$ cat src/rtl/lcd_pkg.sv
// Shared types, command bytes and default timing for the LCD frame writer.
// Imported by the nibble transmitter and the frame writer top.
package lcd_pkg;

   typedef enum logic [2:0] {
      PWRUP_WAIT,
      INIT_NIB,
      INIT_CMD,
      IDLE,
      FRAME
   } state_e;

   typedef enum logic [1:0] {
      TX_IDLE,
      TX_SETUP,
      TX_HIGH,
      TX_WAIT
   } txph_e;

   typedef enum logic [1:0] {
      W_NIB,
      W_CHAR,
      W_INIT1,
      W_CLR
   } wsel_e;

   localparam logic [7:0] CMD_FUNC  = 8'h28;
   localparam logic [7:0] CMD_DISP  = 8'h0C;
   localparam logic [7:0] CMD_ENTRY = 8'h06;
   localparam logic [7:0] CMD_CLR   = 8'h01;
   localparam logic [7:0] CMD_LINE1 = 8'h80;
   localparam logic [7:0] CMD_LINE2 = 8'hC0;

   localparam int unsigned DEF_T_PWRUP = 750000;
   localparam int unsigned DEF_T_SETUP = 2;
   localparam int unsigned DEF_T_EPW   = 12;
   localparam int unsigned DEF_T_NIB   = 50;
   localparam int unsigned DEF_T_CHAR  = 2000;
   localparam int unsigned DEF_T_INIT1 = 205000;
   localparam int unsigned DEF_T_CLR   = 82000;

   function automatic logic [7:0] init_cmd(input logic [1:0] i);
      logic [7:0] c;
      unique case (i)
         2'd0:    c = CMD_FUNC;
         2'd1:    c = CMD_DISP;
         2'd2:    c = CMD_ENTRY;
         default: c = CMD_CLR;
      endcase
      return c;
   endfunction

endpackage

$ cat src/rtl/lcd_frame_writer_if.sv
// 4-bit HD44780 write bus: E strobe, RS select, RW (tied low), data nibble.
// master drives the pins, slave observes them.
interface lcd_frame_writer_if;
   logic       LCDE;
   logic       LCDRS;
   logic       LCDRW;
   logic [3:0] LCDDAT;

   modport master (output LCDE, LCDRS, LCDRW, LCDDAT);
   modport slave  (input  LCDE, LCDRS, LCDRW, LCDDAT);
endinterface

$ cat src/rtl/lcd_nibble_tx.sv
// Sends one nibble: RS/DAT setup, E pulse, then a selectable post-fall wait.
// Ports: i_start/i_rs/i_nib/i_wsel in; o_done (last wait cycle), o_idle, pins out.
module lcd_nibble_tx
   import lcd_pkg::*;
#(
   parameter int unsigned T_SETUP = DEF_T_SETUP,
   parameter int unsigned T_EPW   = DEF_T_EPW,
   parameter int unsigned T_NIB   = DEF_T_NIB,
   parameter int unsigned T_CHAR  = DEF_T_CHAR,
   parameter int unsigned T_INIT1 = DEF_T_INIT1,
   parameter int unsigned T_CLR   = DEF_T_CLR
) (
   input  logic       CCLK,
   input  logic       rst_n,
   input  logic       i_start,
   input  logic       i_rs,
   input  logic [3:0] i_nib,
   input  wsel_e      i_wsel,
   output logic       o_done,
   output logic       o_idle,
   output logic       o_e,
   output logic       o_rs,
   output logic [3:0] o_dat
);

   txph_e       r_ph, w_ph_n;
   logic [19:0] r_cnt, w_cnt_n;
   logic [19:0] r_wait, w_wait_n;
   logic        r_e, w_e_n;
   logic        r_rs, w_rs_n;
   logic [3:0]  r_dat, w_dat_n;
   logic [19:0] w_wlen;
   logic        w_done;

   always_ff @(posedge CCLK or negedge rst_n) begin
      if (!rst_n) begin
         r_ph   <= TX_IDLE;
         r_cnt  <= '0;
         r_wait <= '0;
         r_e    <= 1'b0;
         r_rs   <= 1'b0;
         r_dat  <= 4'h0;
      end else begin
         r_ph   <= w_ph_n;
         r_cnt  <= w_cnt_n;
         r_wait <= w_wait_n;
         r_e    <= w_e_n;
         r_rs   <= w_rs_n;
         r_dat  <= w_dat_n;
      end
   end

   always_comb begin
      unique case (i_wsel)
         W_NIB:   w_wlen = 20'(T_NIB - 1);
         W_CHAR:  w_wlen = 20'(T_CHAR - 1);
         W_INIT1: w_wlen = 20'(T_INIT1 - 1);
         default: w_wlen = 20'(T_CLR - 1);
      endcase
   end

   // done is combinational so the next nibble can be latched on the
   // very edge that ends the wait, keeping gaps exact
   assign w_done = (r_ph == TX_WAIT) && (r_cnt == r_wait);

   always_comb begin
      w_ph_n   = r_ph;
      w_cnt_n  = r_cnt;
      w_wait_n = r_wait;
      w_e_n    = r_e;
      w_rs_n   = r_rs;
      w_dat_n  = r_dat;
      unique case (r_ph)
         TX_SETUP: begin
            if (r_cnt == 20'(T_SETUP - 1)) begin
               w_ph_n  = TX_HIGH;
               w_e_n   = 1'b1;
               w_cnt_n = '0;
            end else begin
               w_cnt_n = r_cnt + 20'd1;
            end
         end
         TX_HIGH: begin
            if (r_cnt == 20'(T_EPW - 1)) begin
               w_ph_n  = TX_WAIT;
               w_e_n   = 1'b0;
               w_cnt_n = '0;
            end else begin
               w_cnt_n = r_cnt + 20'd1;
            end
         end
         TX_WAIT: begin
            if (w_done) w_ph_n = TX_IDLE;
            else        w_cnt_n = r_cnt + 20'd1;
         end
         default: ;
      endcase
      if (i_start && ((r_ph == TX_IDLE) || w_done)) begin
         w_ph_n   = TX_SETUP;
         w_cnt_n  = '0;
         w_wait_n = w_wlen;
         w_rs_n   = i_rs;
         w_dat_n  = i_nib;
      end
   end

   assign o_done = w_done;
   assign o_idle = (r_ph == TX_IDLE);
   assign o_e    = r_e;
   assign o_rs   = r_rs;
   assign o_dat  = r_dat;

endmodule

$ cat src/rtl/lcd_frame_writer.sv
// Drives a 16x2 HD44780 LCD: power-up init once, then 2-line frames on cls.
// Ports: CCLK, rst_n, cls, strdata in; busy, frame_done out; lcd bus master.
module lcd_frame_writer
   import lcd_pkg::*;
#(
   parameter int unsigned T_PWRUP = DEF_T_PWRUP,
   parameter int unsigned T_SETUP = DEF_T_SETUP,
   parameter int unsigned T_EPW   = DEF_T_EPW,
   parameter int unsigned T_NIB   = DEF_T_NIB,
   parameter int unsigned T_CHAR  = DEF_T_CHAR,
   parameter int unsigned T_INIT1 = DEF_T_INIT1,
   parameter int unsigned T_CLR   = DEF_T_CLR
) (
   input  logic                 CCLK,
   input  logic                 rst_n,
   input  logic                 cls,
   input  logic [255:0]         strdata,
   output logic                 busy,
   output logic                 frame_done,
   lcd_frame_writer_if.master   lcd
);

   state_e       r_st, w_st_n;
   logic [19:0]  r_cnt, w_cnt_n;
   logic [5:0]   r_byte, w_byte_n;
   logic         r_lo, w_lo_n;
   logic         r_pend, w_pend_n;
   logic         r_fdone, w_fdone_n;
   logic [255:0] r_shadow;
   logic         w_cap, w_start, w_rs, w_rdy, w_done, w_idle;
   logic [3:0]   w_nib;
   wsel_e        w_wsel;
   logic [7:0]   w_icmd, w_fbyte;
   logic [5:0]   w_idx;
   logic [4:0]   w_ci;

   lcd_nibble_tx #(
      .T_SETUP(T_SETUP), .T_EPW(T_EPW), .T_NIB(T_NIB),
      .T_CHAR(T_CHAR), .T_INIT1(T_INIT1), .T_CLR(T_CLR)
   ) u_tx (
      .CCLK(CCLK), .rst_n(rst_n),
      .i_start(w_start), .i_rs(w_rs), .i_nib(w_nib), .i_wsel(w_wsel),
      .o_done(w_done), .o_idle(w_idle),
      .o_e(lcd.LCDE), .o_rs(lcd.LCDRS), .o_dat(lcd.LCDDAT)
   );

   assign lcd.LCDRW  = 1'b0;
   assign w_rdy      = w_idle | w_done;
   assign busy       = (r_st != IDLE) || r_pend;
   assign frame_done = r_fdone;
   assign w_icmd     = init_cmd(r_byte[1:0]);

   // byte 0 and 17 are the line address commands; the rest index the
   // shadow string MSB-first, skipping the line-2 command slot
   always_comb begin
      w_idx = (r_byte < 6'd17) ? r_byte - 6'd1 : r_byte - 6'd2;
      w_ci  = 5'd31 - w_idx[4:0];
      unique case (1'b1)
         (r_byte == 6'd0):  w_fbyte = CMD_LINE1;
         (r_byte == 6'd17): w_fbyte = CMD_LINE2;
         default:           w_fbyte = r_shadow[{w_ci, 3'b000} +: 8];
      endcase
   end

   always_ff @(posedge CCLK or negedge rst_n) begin
      if (!rst_n) begin
         r_st     <= PWRUP_WAIT;
         r_cnt    <= '0;
         r_byte   <= '0;
         r_lo     <= 1'b0;
         r_pend   <= 1'b0;
         r_fdone  <= 1'b0;
         r_shadow <= '0;
      end else begin
         r_st    <= w_st_n;
         r_cnt   <= w_cnt_n;
         r_byte  <= w_byte_n;
         r_lo    <= w_lo_n;
         r_pend  <= w_pend_n;
         r_fdone <= w_fdone_n;
         if (w_cap) r_shadow <= strdata;
      end
   end

   // r_byte/r_lo point at the next nibble to send; byte 4 (init) and
   // byte 34 (frame) mean everything is issued and the last wait runs
   always_comb begin
      w_st_n    = r_st;
      w_cnt_n   = r_cnt;
      w_byte_n  = r_byte;
      w_lo_n    = r_lo;
      w_pend_n  = r_pend | cls;
      w_fdone_n = 1'b0;
      w_cap     = 1'b0;
      w_start   = 1'b0;
      w_rs      = 1'b0;
      w_nib     = 4'h0;
      w_wsel    = W_NIB;
      unique case (r_st)
         PWRUP_WAIT: begin
            w_cnt_n = r_cnt + 20'd1;
            if (r_cnt == 20'(T_PWRUP - 1)) begin
               w_start  = 1'b1;
               w_nib    = 4'h3;
               w_wsel   = W_INIT1;
               w_st_n   = INIT_NIB;
               w_byte_n = 6'd1;
            end
         end
         INIT_NIB: begin
            w_start = w_rdy;
            w_wsel  = W_CHAR;
            w_nib   = (r_byte == 6'd3) ? 4'h2 : 4'h3;
            if (w_rdy) begin
               if (r_byte == 6'd3) begin
                  w_st_n   = INIT_CMD;
                  w_byte_n = 6'd0;
                  w_lo_n   = 1'b0;
               end else begin
                  w_byte_n = r_byte + 6'd1;
               end
            end
         end
         INIT_CMD: begin
            if (r_byte == 6'd4) begin
               if (w_done) begin
                  w_st_n   = IDLE;
                  w_pend_n = 1'b1;
               end
            end else begin
               w_start = w_rdy;
               w_nib   = r_lo ? w_icmd[3:0] : w_icmd[7:4];
               w_wsel  = !r_lo ? W_NIB :
                         (r_byte == 6'd3) ? W_CLR : W_CHAR;
            end
         end
         IDLE: begin
            if (r_pend) begin
               w_cap    = 1'b1;
               w_st_n   = FRAME;
               w_byte_n = 6'd0;
               w_lo_n   = 1'b0;
               w_pend_n = cls;
            end
         end
         FRAME: begin
            if (r_byte == 6'd34) begin
               if (w_done) begin
                  w_st_n    = IDLE;
                  w_fdone_n = 1'b1;
               end
            end else begin
               w_start = w_rdy;
               w_rs    = (r_byte != 6'd0) && (r_byte != 6'd17);
               w_nib   = r_lo ? w_fbyte[3:0] : w_fbyte[7:4];
               w_wsel  = r_lo ? W_CHAR : W_NIB;
            end
         end
         default: w_st_n = PWRUP_WAIT;
      endcase
      if (w_start && (r_st == INIT_CMD || r_st == FRAME)) begin
         w_byte_n = r_lo ? r_byte + 6'd1 : r_byte;
         w_lo_n   = ~r_lo;
      end
   end

endmodule

$ cat src/flat_wrapper.sv
// flat-port wrapper written by rule: the top's interface ports become plain ports
module lcd_frame_writer_flat import lcd_pkg::*;
#(
   parameter int unsigned T_PWRUP = DEF_T_PWRUP,
   parameter int unsigned T_SETUP = DEF_T_SETUP,
   parameter int unsigned T_EPW   = DEF_T_EPW,
   parameter int unsigned T_NIB   = DEF_T_NIB,
   parameter int unsigned T_CHAR  = DEF_T_CHAR,
   parameter int unsigned T_INIT1 = DEF_T_INIT1,
   parameter int unsigned T_CLR   = DEF_T_CLR
)
  (CCLK, rst_n, cls, strdata, busy, frame_done, lcd_LCDE, lcd_LCDRS, lcd_LCDRW, lcd_LCDDAT);
  lcd_frame_writer_if lcd_i ();
  input  logic CCLK;
  input  logic rst_n;
  input  logic cls;
  input  logic [255:0] strdata;
  output logic busy;
  output logic frame_done;
  output wire logic [$bits(lcd_i.LCDE)-1:0] lcd_LCDE;
  output wire logic [$bits(lcd_i.LCDRS)-1:0] lcd_LCDRS;
  output wire logic [$bits(lcd_i.LCDRW)-1:0] lcd_LCDRW;
  output wire logic [$bits(lcd_i.LCDDAT)-1:0] lcd_LCDDAT;
  assign lcd_LCDE = lcd_i.LCDE;
  assign lcd_LCDRS = lcd_i.LCDRS;
  assign lcd_LCDRW = lcd_i.LCDRW;
  assign lcd_LCDDAT = lcd_i.LCDDAT;
  lcd_frame_writer #(.T_PWRUP(T_PWRUP), .T_SETUP(T_SETUP), .T_EPW(T_EPW), .T_NIB(T_NIB), .T_CHAR(T_CHAR), .T_INIT1(T_INIT1), .T_CLR(T_CLR)) u_core (.CCLK(CCLK), .rst_n(rst_n), .cls(cls), .strdata(strdata), .busy(busy), .frame_done(frame_done), .lcd(lcd_i));
endmodule
$ cat config.mk
export PLATFORM = sky130hd
export DESIGN_NAME = lcd_frame_writer_flat
export DESIGN_NICKNAME = d
export VERILOG_FILES = /design/src/rtl/lcd_pkg.sv /design/src/rtl/lcd_frame_writer_if.sv /design/src/rtl/lcd_nibble_tx.sv /design/src/rtl/lcd_frame_writer.sv /design/src/flat_wrapper.sv
export SDC_FILE = /design/constraint.sdc
export NUM_CORES = 1
export LEC_CHECK = 0
export ABC_AREA = 1
export CELL_PAD_IN_SITES_DETAIL_PLACEMENT = 1
export CELL_PAD_IN_SITES_GLOBAL_PLACEMENT = 1
export CORE_UTILIZATION = 37
export CTS_CLUSTER_DIAMETER = 60
export DETAILED_ROUTE_END_ITERATION = 16
export GPL_TIMING_DRIVEN = 0
export PLACE_DENSITY = 0.74
export SYNTH_ARGS = -nofsm -noshare
export SYNTH_HDL_FRONTEND = slang
export SYNTH_SLANG_ARGS = --single-unit
$ cat constraint.sdc
create_clock -name CCLK -period 2.4 [get_ports CCLK]
set_clock_uncertainty 0.2 [all_clocks]
set_input_delay 0.72 -clock CCLK [delete_from_list [all_inputs] [get_ports CCLK]]
set_output_delay 0.72 -clock CCLK [all_outputs]
set_load 0.02 [all_outputs]
==> results of run 1 <==
[area by class of cell]
cell class,count,area (µm²)
Fill cell,4834,19850
Sequential cell,325,8138
Multi-Input combinational cell,1199,8045
Timing Repair Buffer,372,3817
Clock buffer,60,1167
Buffer,95,978.4
Tap cell,585,732.0
Inverter,164,644.4
Clock inverter,8,82.58
[synthesized netlist by cell type, drive strengths merged, types with 2 or more instances]
cell type / number
mux2: 184
inv: 162
and3: 2
dfrtp: 325
a31oi: 4
or2: 5
nor3b: 3
nor3: 22
o21ai: 54
nand2: 299
clkinv: 2
nand4: 16
o31ai: 6
a21oi: 115
ha: 20
xor2: 25
xnor2: 3
clkbuf: 39
o22ai: 2
buf: 59
nand3: 265
nand3b: 3
o211ai: 26
nor2: 127
nor4: 7
[where the power goes]
part	switching (W)	total [W]	internal, W	leakage [nW]
Sequential	0.000124	0.00583	0.00570	3.92
Combinational	0.000425	0.00100	0.000578	6.03
Clock	0.00244	0.00591	0.00347	0.610
[critical path: cells and delay by family (launching register included)]
family / cells / cell delay (ns)
fa+ha+maj: 1 / 0.17
compound gates: 2 / 0.35
simple gates: 11 / 1.16
flops: 1 / 0.37
buf+inv: 4 / 0.62
[cell usage in the layout, fill, tap and decap left out, types with 5 or more instances in the layout]
master,instances
nand3_1,193
o31ai_1,6
buf_4,88
buf_12,21
buf_6,22
clkbuf_16,49
clkdlybuf4s50_1,257
inv_1,144
or2_2,5
nand4_1,15
buf_8,14
o21ai_1,18
nor2_4,6
nand2_4,8
inv_2,12
xor2_1,24
clkbuf_1,23
nand2_2,15
nand3_4,8
clkbuf_2,17
a21oi_1,100
nand3_2,64
buf_2,7
o211ai_1,26
ha_1,18
nand2_1,273
o21ai_0,29
nor3_1,16
dlygate4sd2_1,7
nor2_1,113
a21oi_2,13
clkbuf_8,11
nor2_2,7
buf_16,5
dfrtp_1,321
mux2_2,184
[per-layer routing]
metal | wire [µm] | vias to the layer above | global-route usage, %
met5 | 53 | - | 0
met4 | 4028 | 8 | 14.81
met3 | 4975 | 241 | 5.692
met2 | 32400 | 728 | 47.94
met1 | 28540 | 7987 | 37.31
li1 | - | 6813 | -
[stage by stage]
step | total power [W] | TNS (ns) | instance area, µm²
floorplan | 0.006143 | 0 | 16480
global placement | 0.006834 | -4615.05 | 19870
detailed placement | 0.006871 | -76.56 | 19960
CTS | 0.01277 | -4.392 | 22710
global route | 0.01309 | -16.25 | 23610
finish | 0.01274 | -11.36 | 23610
[how the worst max path moves through the flow]
stage,endpoint,start
after floorplan,u_core.u_tx.o_dat[0]$_DFFE_PN0N_,u_core.r_byte[0]$_DFFE_PN0P_
after global placement,u_core.u_tx.r_cnt[11]$_DFFE_PN0P_,rst_n
after detailed placement,u_core.u_tx.o_dat[1]$_DFFE_PN0N_,u_core.r_byte[2]$_DFFE_PN0P_
after CTS,u_core.u_tx.o_dat[3]$_DFFE_PN0N_,u_core.r_byte[0]$_DFFE_PN0P_
after global routing,u_core.u_tx.o_dat[3]$_DFFE_PN0N_,u_core.r_byte[0]$_DFFE_PN0P_
final,u_core.u_tx.o_dat[3]$_DFFE_PN0N_,u_core.r_byte[0]$_DFFE_PN0P_
[kinds of logic (layout without fill, tap and decap cells)]
logic type      after synthesis  in the layout  share of synthesized area (%)
fa+ha+maj                    20             20                          1.521
xor+xnor                     28             28                          1.491
mux                         184            184                          12.59
compound gates              216            216                          7.437
other cells                   1              1                        0.02279
buf+inv                     262            699                          6.844
flops                       325            325                          49.43
simple gates                750            750                          20.66
[sequential cells by signal, summed over array words and instances, names as in the netlist]
signal and count:
u_core.u_tx.r_ph 2, u_core.u_tx.r_wait 9, u_core.r_shadow 256, u_core.frame_done 1, u_core.r_cnt 20, u_core.r_lo 1
u_core.r_pend 1, u_core.r_st 3, u_core.u_tx.o_dat 4, u_core.u_tx.o_e 1, u_core.u_tx.r_cnt 20, u_core.r_byte 6
u_core.u_tx.o_rs 1
[timing repair]
action	in CTS	in global routing
buffers inserted	58	33
hold buffers	1	0
pin swaps	50	54
resized for setup	288	126
cloned	3	8
setup endpoints to repair	287	134
endpoints found under the hold margin	72	0
==> results.json, run 1 <==
{
  "status": "finished, violations left",
  "violations": "setup timing",
  "report.final.slew_viol_count": 0,
  "cpPeakStageDelay_ns": 0.37,
  "syn_area_per_cell_um2": 9.212,
  "clk_latency_ns": 0.57,
  "drcViolationCount": 0,
  "die_y_um": 212.9,
  "antenna_cells": 0,
  "postRouteWirelength_um": 70000,
  "dp_hpwl_um": 46210,
  "final_util_pct": 54.32,
  "cts_inserted_buffers": 40,
  "routed_via_density": 5.619,
  "p_leak_nw": 10.56,
  "ys_seq_area_share_pct": 49.43,
  "die_area_um2": 45320,
  "r2r-end": "u_core.u_tx.o_dat[3]$_DFFE_PN0N_",
  "cts_buffer_depth": 3,
  "place_worst_setup_slack_ns": -1.150,
  "gr-total-overflow": 0,
  "rows": 76,
  "hold_depth": 1,
  "grt_max_degree": 98,
  "grt_use_total_pct": 29.45,
  "r2r_slack_ns": -0.55,
  "endpoint_kind": "register",
  "yosys_register_bits": 325,
  "synth_area_um2": 16450,
  "fin_cells": 2808,
  "finalHoldViolations": 0,
  "io_buffer_count": 266,
  "syn_nets": 2065,
  "cp_data_arrival_time_ns": 3.23,
  "core_area_um2": 43460,
  "dr.pass1.iters": 6,
  "period_share_pct": 123.1,
  "start_util_pct": 37.86,
  "cp_max_fo": 8,
  "vias": 15780,
  "crit_required_ns": 2.68,
  "antenna_found_initial": 4,
  "maxCapViolations": 0,
  "synth_edf_count": 0,
  "wire_per_inst_um": 24.93,
  "ir_drop_v": 0.0004263,
  "worst_slew_pin_slew_ns": 0.7980,
  "synth_ff_type": "dfrtp_1",
  "min_to": "u_core.r_cnt[19]$_DFFE_PN0P_",
  "gp_congestion": 0.9097,
  "crit_type": "reg -> reg",
  "hp-start": "u_core.r_cnt[19]$_DFFE_PN0P_",
  "clkTransAtPathRegs_ns": 0.06,
  "synth_top_cell_area_share_pct": 49.43,
  "synth_cell_types": 55,
  "async_flop_share_pct": 100.0,
  "die_x_um": 212.9,
  "slew_headroom_pct": 46.80,
  "yosys_warnings": 0,
  "htree_levels": 2,
  "grt_pass1_wl_um": 98820,
  "synth_area_leaders": "dfrtp_1 (49%), mux2_2 (13%), nand3_1 (7.9%), nand2_1 (6.6%), inv_1 (3.6%)",
  "pin_count": 268,
  "cts_sinks": 325,
  "rsz0062_at_grt": "yes",
  "cts_tree": "built",
  "placed_cells": 2640,
  "grt_pass1_vias": 16490,
  "fmax_mhz": 338.5,
  "yosysTopAreaCell": "dfrtp_1",
  "powerDensity_nw_per_um2": 539.5,
  "drt_first_iter_violations": 1232,
  "min_period_ns": 2.955,
  "r2r_start": "u_core.r_byte[0]$_DFFE_PN0P_",
  "clock-root-buffer": "clkbuf_16",
  "drive_gt1_share_pct": 27.62,
  "drtAntennaViolNets": 0,
  "cp-start-kind": "register",
  "synth_cells": 1786,
  "nNetsFinal": 2476,
  "slowest_stage": "dfrtp_1",
  "r2r_cells": 18,
  "setup_violations": 47,
  "path_common_cell": "nand2_8",
  "hold_ws_ns": 0.2727,
  "syn_to_final_growth_pct": 43.47,
  "setup_ws_ns": -0.5545,
  "path_cells": "buf_6, inv_8, ha_4, nand3_4, nand2_8, nand2_8, nand2_8, buf_12, bufbuf_16, o21ai_0, nand3_1, nand3_2, nand2_1, nand2_1, nand3_2, nand2_2, nand2_2, a21boi_2",
  "min_path_type": "reg -> reg"
}
Note: power is estimated with default switching activity, not from simulation.
==> run 2: changes to the inputs <==
--- a/config.mk
+++ b/config.mk
@@ -6,6 +6,7 @@
 export NUM_CORES = 1
 export LEC_CHECK = 0
 export ABC_AREA = 1
+export CAP_MARGIN = 30
 export CELL_PAD_IN_SITES_DETAIL_PLACEMENT = 1
 export CELL_PAD_IN_SITES_GLOBAL_PLACEMENT = 1
 export CORE_UTILIZATION = 37
==> results of run 2 <==
The final DEF is identical to that of run 1; final timing and power are the same.
==> run 3: changes to the inputs <==
--- a/config.mk
+++ b/config.mk
@@ -14,6 +14,7 @@
 export DETAILED_ROUTE_END_ITERATION = 16
 export GPL_TIMING_DRIVEN = 0
 export PLACE_DENSITY = 0.74
+export REMOVE_ABC_BUFFERS = 1
 export SYNTH_ARGS = -nofsm -noshare
 export SYNTH_HDL_FRONTEND = slang
 export SYNTH_SLANG_ARGS = --single-unit
==> results.json, run 3 (synthesis results as in run 1) <==
{
  "gp_congestion": 0.8239,
  "drive_gt1_share_pct": 29.48,
  "path_cells": "inv_4, buf_4, ha_1, nand2_1, nand2_2, xor2_1, nand2_1, nand2_4, clkinvlp_4, buf_16, nand3_1, nand2_2, nand2_4, nand3_2, a21oi_2, nand2_1, a21oi_2",
  "postRouteWirelength_um": 65250,
  "setup_ws_ns": -0.5007,
  "routed_via_density": 5.430,
  "core_area_um2": 43460,
  "slowest_stage": "dfrtp_2",
  "slew_headroom_pct": 50.59,
  "multi_input_area_um2": 8366,
  "maxCapViolations": 0,
  "syn_to_final_growth_pct": 47.49,
  "largest_register": "u_core.r_shadow",
  "fmax_mhz": 344.7,
  "cts_inserted_buffers": 40,
  "cts_sinks": 325,
  "grt_pass1_vias": 16170,
  "critical-path-top-delay-family": "simple AND/OR/NAND/NOR gates",
  "io_buffer_count": 266,
  "grt_use_total_pct": 26.84,
  "gr-total-overflow": 0,
  "clock-root-buffer": "clkbuf_16",
  "powerDensity_nw_per_um2": 524.7,
  "drt_first_iter_violations": 846,
  "endpoint_kind": "register",
  "top_regs": "u_core.r_shadow x256, u_core.r_cnt x20, u_core.u_tx.r_cnt x20",
  "crit_required_ns": 2.69,
  "finalHoldViolations": 0,
  "htree_levels": 2,
  "violations": "setup timing",
  "cp-start-kind": "register",
  "cp_max_fo": 11,
  "pin_count": 268,
  "p_leak_nw": 10.80,
  "cts_buffer_depth": 3,
  "fin_area_um2": 24270,
  "cts_tree": "built",
  "period_share_pct": 120.9,
  "worst_slew_pin_slew_ns": 0.7355,
  "antenna_found_initial": 18,
  "hold_ws_ns": 0.2726,
  "place_worst_setup_slack_ns": -2.539,
  "fin_setup_tns_ns": -15.76,
  "grt_max_degree": 90,
  "worst-path-buf-inv": 4,
  "min_period_ns": 2.901,
  "crit_type": "reg -> reg",
  "drcViolationCount": 0,
  "setup_violations": 47,
  "path_common_cell": "nand2_1",
  "status": "finished, violations left",
  "start_util_pct": 37.86,
  "layout_common_cells": "dfrtp_1 (313), clkdlybuf4s50_1 (257), nand2_1 (251)",
  "nNetsFinal": 2457,
  "clkTransAtPathRegs_ns": 0.06,
  "grt_pass1_wl_um": 92600,
  "rows": 76,
  "die_y_um": 212.9,
  "die_x_um": 212.9,
  "seq_area_um2": 8148,
  "report.final.slew_viol_count": 0,
  "clk_latency_ns": 0.56,
  "final_common_cell": "dfrtp_1",
  "vias": 15240,
  "dr.pass1.iters": 5,
  "largest_reg_flops": 256,
  "rsz0062_at_grt": "yes",
  "dp_hpwl_um": 34990,
  "cp_data_arrival_time_ns": 3.19,
  "place_area_um2": 19850,
  "min_path_type": "reg -> reg",
  "cpPeakStageDelay_ns": 0.42,
  "drtAntennaViolNets": 0,
  "die_area_um2": 45320,
  "fillers": 4776,
  "wire_per_inst_um": 23.25,
  "ir_drop_v": 0.0004773
}
==> run 3: cell types whose count changed in the layout (fill, tap and decap cells not counted), sizes merged <==
cell      change
diode        +16
bufbuf        +3
o21ai         +1
nand2         +7
buf           +3
nand3         +1
inv           -5
clkbuf       -36
bufinv        +1
clkinvlp      +4
clkinv        +3
==> run 3: path summary, 6_finish.rpt <==
kind	startpoint	endpoint	slack, ns	depth (start not counted)
min reg2reg	u_core.r_cnt[19]$_DFFE_PN0P_	u_core.r_cnt[19]$_DFFE_PN0P_	0.27	1
max in group asynchronous	rst_n	u_core.r_shadow[194]$_DFFE_PN0P_	0.29	4
max reg2reg	u_core.r_byte[1]$_DFFE_PN0P_	u_core.u_tx.o_dat[2]$_DFFE_PN0N_	-0.50	17
max	u_core.r_byte[1]$_DFFE_PN0P_	u_core.u_tx.o_dat[2]$_DFFE_PN0N_	-0.50	17
min	u_core.r_cnt[19]$_DFFE_PN0P_	u_core.r_cnt[19]$_DFFE_PN0P_	0.27	1
min in group asynchronous	rst_n	u_core.r_shadow[117]$_DFFE_PN0P_	0.46	2
==> run 3: cell type report <==
class / instances / area share, %
repair inverters: 1 / 0.03609
repair buffers: 438 / 20.75
inverters: 164 / 2.764
multi-input cells: 1208 / 34.47
well taps: 585 / 3.016
flip-flops and latches: 325 / 33.58
clock buffers: 59 / 4.795
diodes: 16 / 0.1650
clock inverters: 10 / 0.4228
==> run 3: routing by layer <==
layer	vias to the layer above	global-route usage, %	part of all wire [%]
li1	6804	-	-
met1	7748	32.83	40
met2	511	44.79	49
met3	166	5.839	6.5
met4	8	12.95	4.8
met5	-	0	0.083
==> run 3: power breakdown <==
group | leakage [nW] | internal (W) | switching, W
Sequential | 3.91 | 0.00570 | 0.000108
Combinational | 6.27 | 0.000574 | 0.000354
Clock | 0.624 | 0.00356 | 0.00244
Total | 10.8 | 0.00983 | 0.00290
==> run 3: through the flow <==
stage | instances | power [W] | utilization (%)
floorplan | 1688 | 0.006142 | -
global placement | 2539 | 0.006754 | 44.50
detailed placement | 2557 | 0.006800 | 45.68
CTS | 2730 | 0.01281 | 53.31
global route | 2800 | 0.01314 | 55.81
finish | 2806 | 0.01273 | 55.84
==> run 3: what timing repair did <==
item | in CTS | in global routing
endpoints found under the setup margin | 249 | 202
cloned | 25 | 10
resized for setup | 230 | 130
buffers inserted | 78 | 54
endpoints found under the hold margin | 64 | 0
hold buffers | 1 | 0
pin swaps | 59 | 70
==> edit (flow settings as in run 2) <==
The 4 values of `txph_e` get a one-hot encoding in 4 bits.
--- a/src/rtl/lcd_pkg.sv
+++ b/src/rtl/lcd_pkg.sv
@@ -10,11 +10,11 @@
       FRAME
    } state_e;
 
-   typedef enum logic [1:0] {
-      TX_IDLE,
-      TX_SETUP,
-      TX_HIGH,
-      TX_WAIT
+   typedef enum logic [3:0] {
+      TX_IDLE  = 4'b0001,
+      TX_SETUP = 4'b0010,
+      TX_HIGH  = 4'b0100,
+      TX_WAIT  = 4'b1000
    } txph_e;
 
    typedef enum logic [1:0] {
Function: same outputs for any inputs over 10 cycles, from zero or initial values and one cycle with rst_n low; not proved beyond that.
==> edit against run 2 <==
The flow still finishes with violations (setup timing). Wire length about the same. Worst setup slack better by 0.18 ns. Cell area up 1.3%. Total power up 0.28%. First-iteration DRC count up 3.1%. Sequential share of layout area down 0.21 points. Core utilization down 0.11 points. Largest power group unchanged. Sequential cell count up 2. Synthesized area up 0.46%.
==> edit: results (changes against run 2) <==
Status
  – Status: finished with violations
  – Failing checks: setup timing

Global routing
  – Largest net degree at the start of global routing: 114 (+16%)
  – Met1 usage: 38.9% (+1.5 points)
  – All-Layer GR Usage: 29.8% (+0.35 points)
  – Met3 Track Usage GR: 5.29% (-0.40 points)
  – First-pass GRT wire length: 100000 um (+1.2%)
  – Initial antenna violation count: 3 (-1)
  – Global Route met2 Usage: 48.2% (+0.23 points)

CTS
  – Maximum buffer depth of the clock tree: 3 (unchanged)

Logic synthesis
  – Mean Syn Cell Area: 9.27 um2 (+0.63%)
  – Syn Nets: 2057 (-0.39%)
  – Compound-Gate Fraction of Synth Area: 7.43% (about the same)
  – Synth Area in Adders: 1.14% (-0.39 points)
  – Synth async-reset ratio: 100% (unchanged)
  – Area contributors post-synth: dfrtp_1, mux2_2, nand3_1
  – Distinct cells, synth: 49 (-11%)
  – Yosys Warn Count: 0 (unchanged)
  – Post-synthesis sequential area ratio: 49.5% (+0.086 points)
  – Xor/xnor cell area share of the yosys netlist: 2.12% (+0.63 points)
  – Mux share of post-synthesis cell area: 13.0% (+0.42 points)
  – Top cells by count, synth: dfrtp_1, nand2_1, nand3_1

Cells and area
  – Top flop regs: u_core.r_shadow x256, u_core.r_cnt x20, u_core.u_tx.r_cnt x20
  – Layout cells sized above 1: 31.1% (+3.5 points)
  – Final nets: 2484 (+0.32%)

Min path
  – Hold/Removal Path Class: reg2reg

Placement
  – Pre-CTS setup slack: -1.29 ns (-0.137 ns)
  – Placed cell count: 2646 (+0.23%)
  – RePlAce Congestion: 0.905 (-0.47%)
  – Port Buffer Count: 266 (unchanged)
  – Post-DP HPWL: 47100 um (+2.0%)
  – Cell Area, Placed: 0.0201 mm2 (+0.57%)

Routing
  – Via-to-Cell Ratio: 5.52 (-1.7%)
  – TritonRoute pass-1 iters: 5 (-1)
  – Routed len/inst: 24.7 um (-0.74%)
  – Initial drt markers: 1270 (+3.1%)
  – Total detailed-routing wirelength: 70000 um (about the same)

Setup path
  – Worst-path fanout max: 7 (-1)
  – Crit path largest cell delay: 0.44 ns (+0.07 ns)
  – Critical path's most frequent cell: nand2_1
  – Critical Path AT: 3.07 ns (-0.16 ns)
  – Slowest stage cell, crit path: dfrtp_2

Power and ir drop
  – Power Clock: 5910 uW (about the same)
  – Peak supply drop: 0.000419 V (-1.7%)
  – P_leak: 0.0106 uW (+0.26%)
  – Sw frac: 23.8% (+0.35 points)
  – Power Dens Cells: 534 mW/mm2 (-1.0%)
  – Total sequential power: 5850 uW (about the same)

Timing
  – Post-route worst setup slack: -0.378 ns (+0.176 ns)
  – Slew @ Worst Pin: 1.01 ns (+0.210 ns)
  – Setup-failing EPs final: 45 (-4.3%)
  – Final TNS setup: -10.33 ns (+1.03 ns)
[edit: changes by cell type after synthesis, sizes merged, moves of 12 or more]
cell,before,now
o21ai,54,76
inv,162,148
nand2,299,313
a21oi,115,103
nor2,127,115
[edit: what timing repair did]
item                       in CTS  in global routing
hold buffers                    1                  0
cloned                          5                  9
setup endpoints to repair     278                237
resized for setup             303                156
pin swaps                      34                 54
setup buffers                  63                 39
hold endpoints to repair       37                  0
[edit: logic make-up after synthesis]
| family | after synthesis |
|---|---|
| xor gates and xnor gates | 40 |
| muxes | 191 |
| and+or+nand+nor | 743 |
| buffers and inverters | 248 |
| other | 1 |
| AOI/OAI and AO/OA | 218 |
| DFF | 327 |
| adders and majority gates | 15 |
[edit: final cells by class]
type / instances / area [um2]
fillers: 4926 / 20200
multi-input cells: 1209 / 8200
flip-flops and latches: 327 / 8200
repair buffers: 386 / 3910
clock buffers: 57 / 1180
plain buffers: 97 / 1030
well taps: 592 / 741
inverters: 149 / 586
clock inverters: 12 / 80.1
diodes: 2 / 5.00
[edit: routing by layer]
metal,vias to the layer above,routed length (um)
li1,6844,-
met1,7928,28300
met2,682,32900
met3,184,5330
met4,2,3440
met5,-,10
[edit: path summary, 6_finish.rpt]
check | to | slack, ns | cells past startpoint
min | u_core.r_cnt[19]$_DFFE_PN0P_ | 0.27 | 1
min reg2reg | u_core.r_cnt[19]$_DFFE_PN0P_ | 0.27 | 1
max | u_core.u_tx.o_dat[2]$_DFFE_PN0N_ | -0.38 | 18
max in group asynchronous | u_core.r_shadow[57]$_DFFE_PN0P_ | 0.35 | 4
max reg2reg | u_core.u_tx.o_dat[2]$_DFFE_PN0N_ | -0.38 | 18
min in group asynchronous | u_core.u_tx.r_cnt[11]$_DFFE_PN0P_ | 0.43 | 2
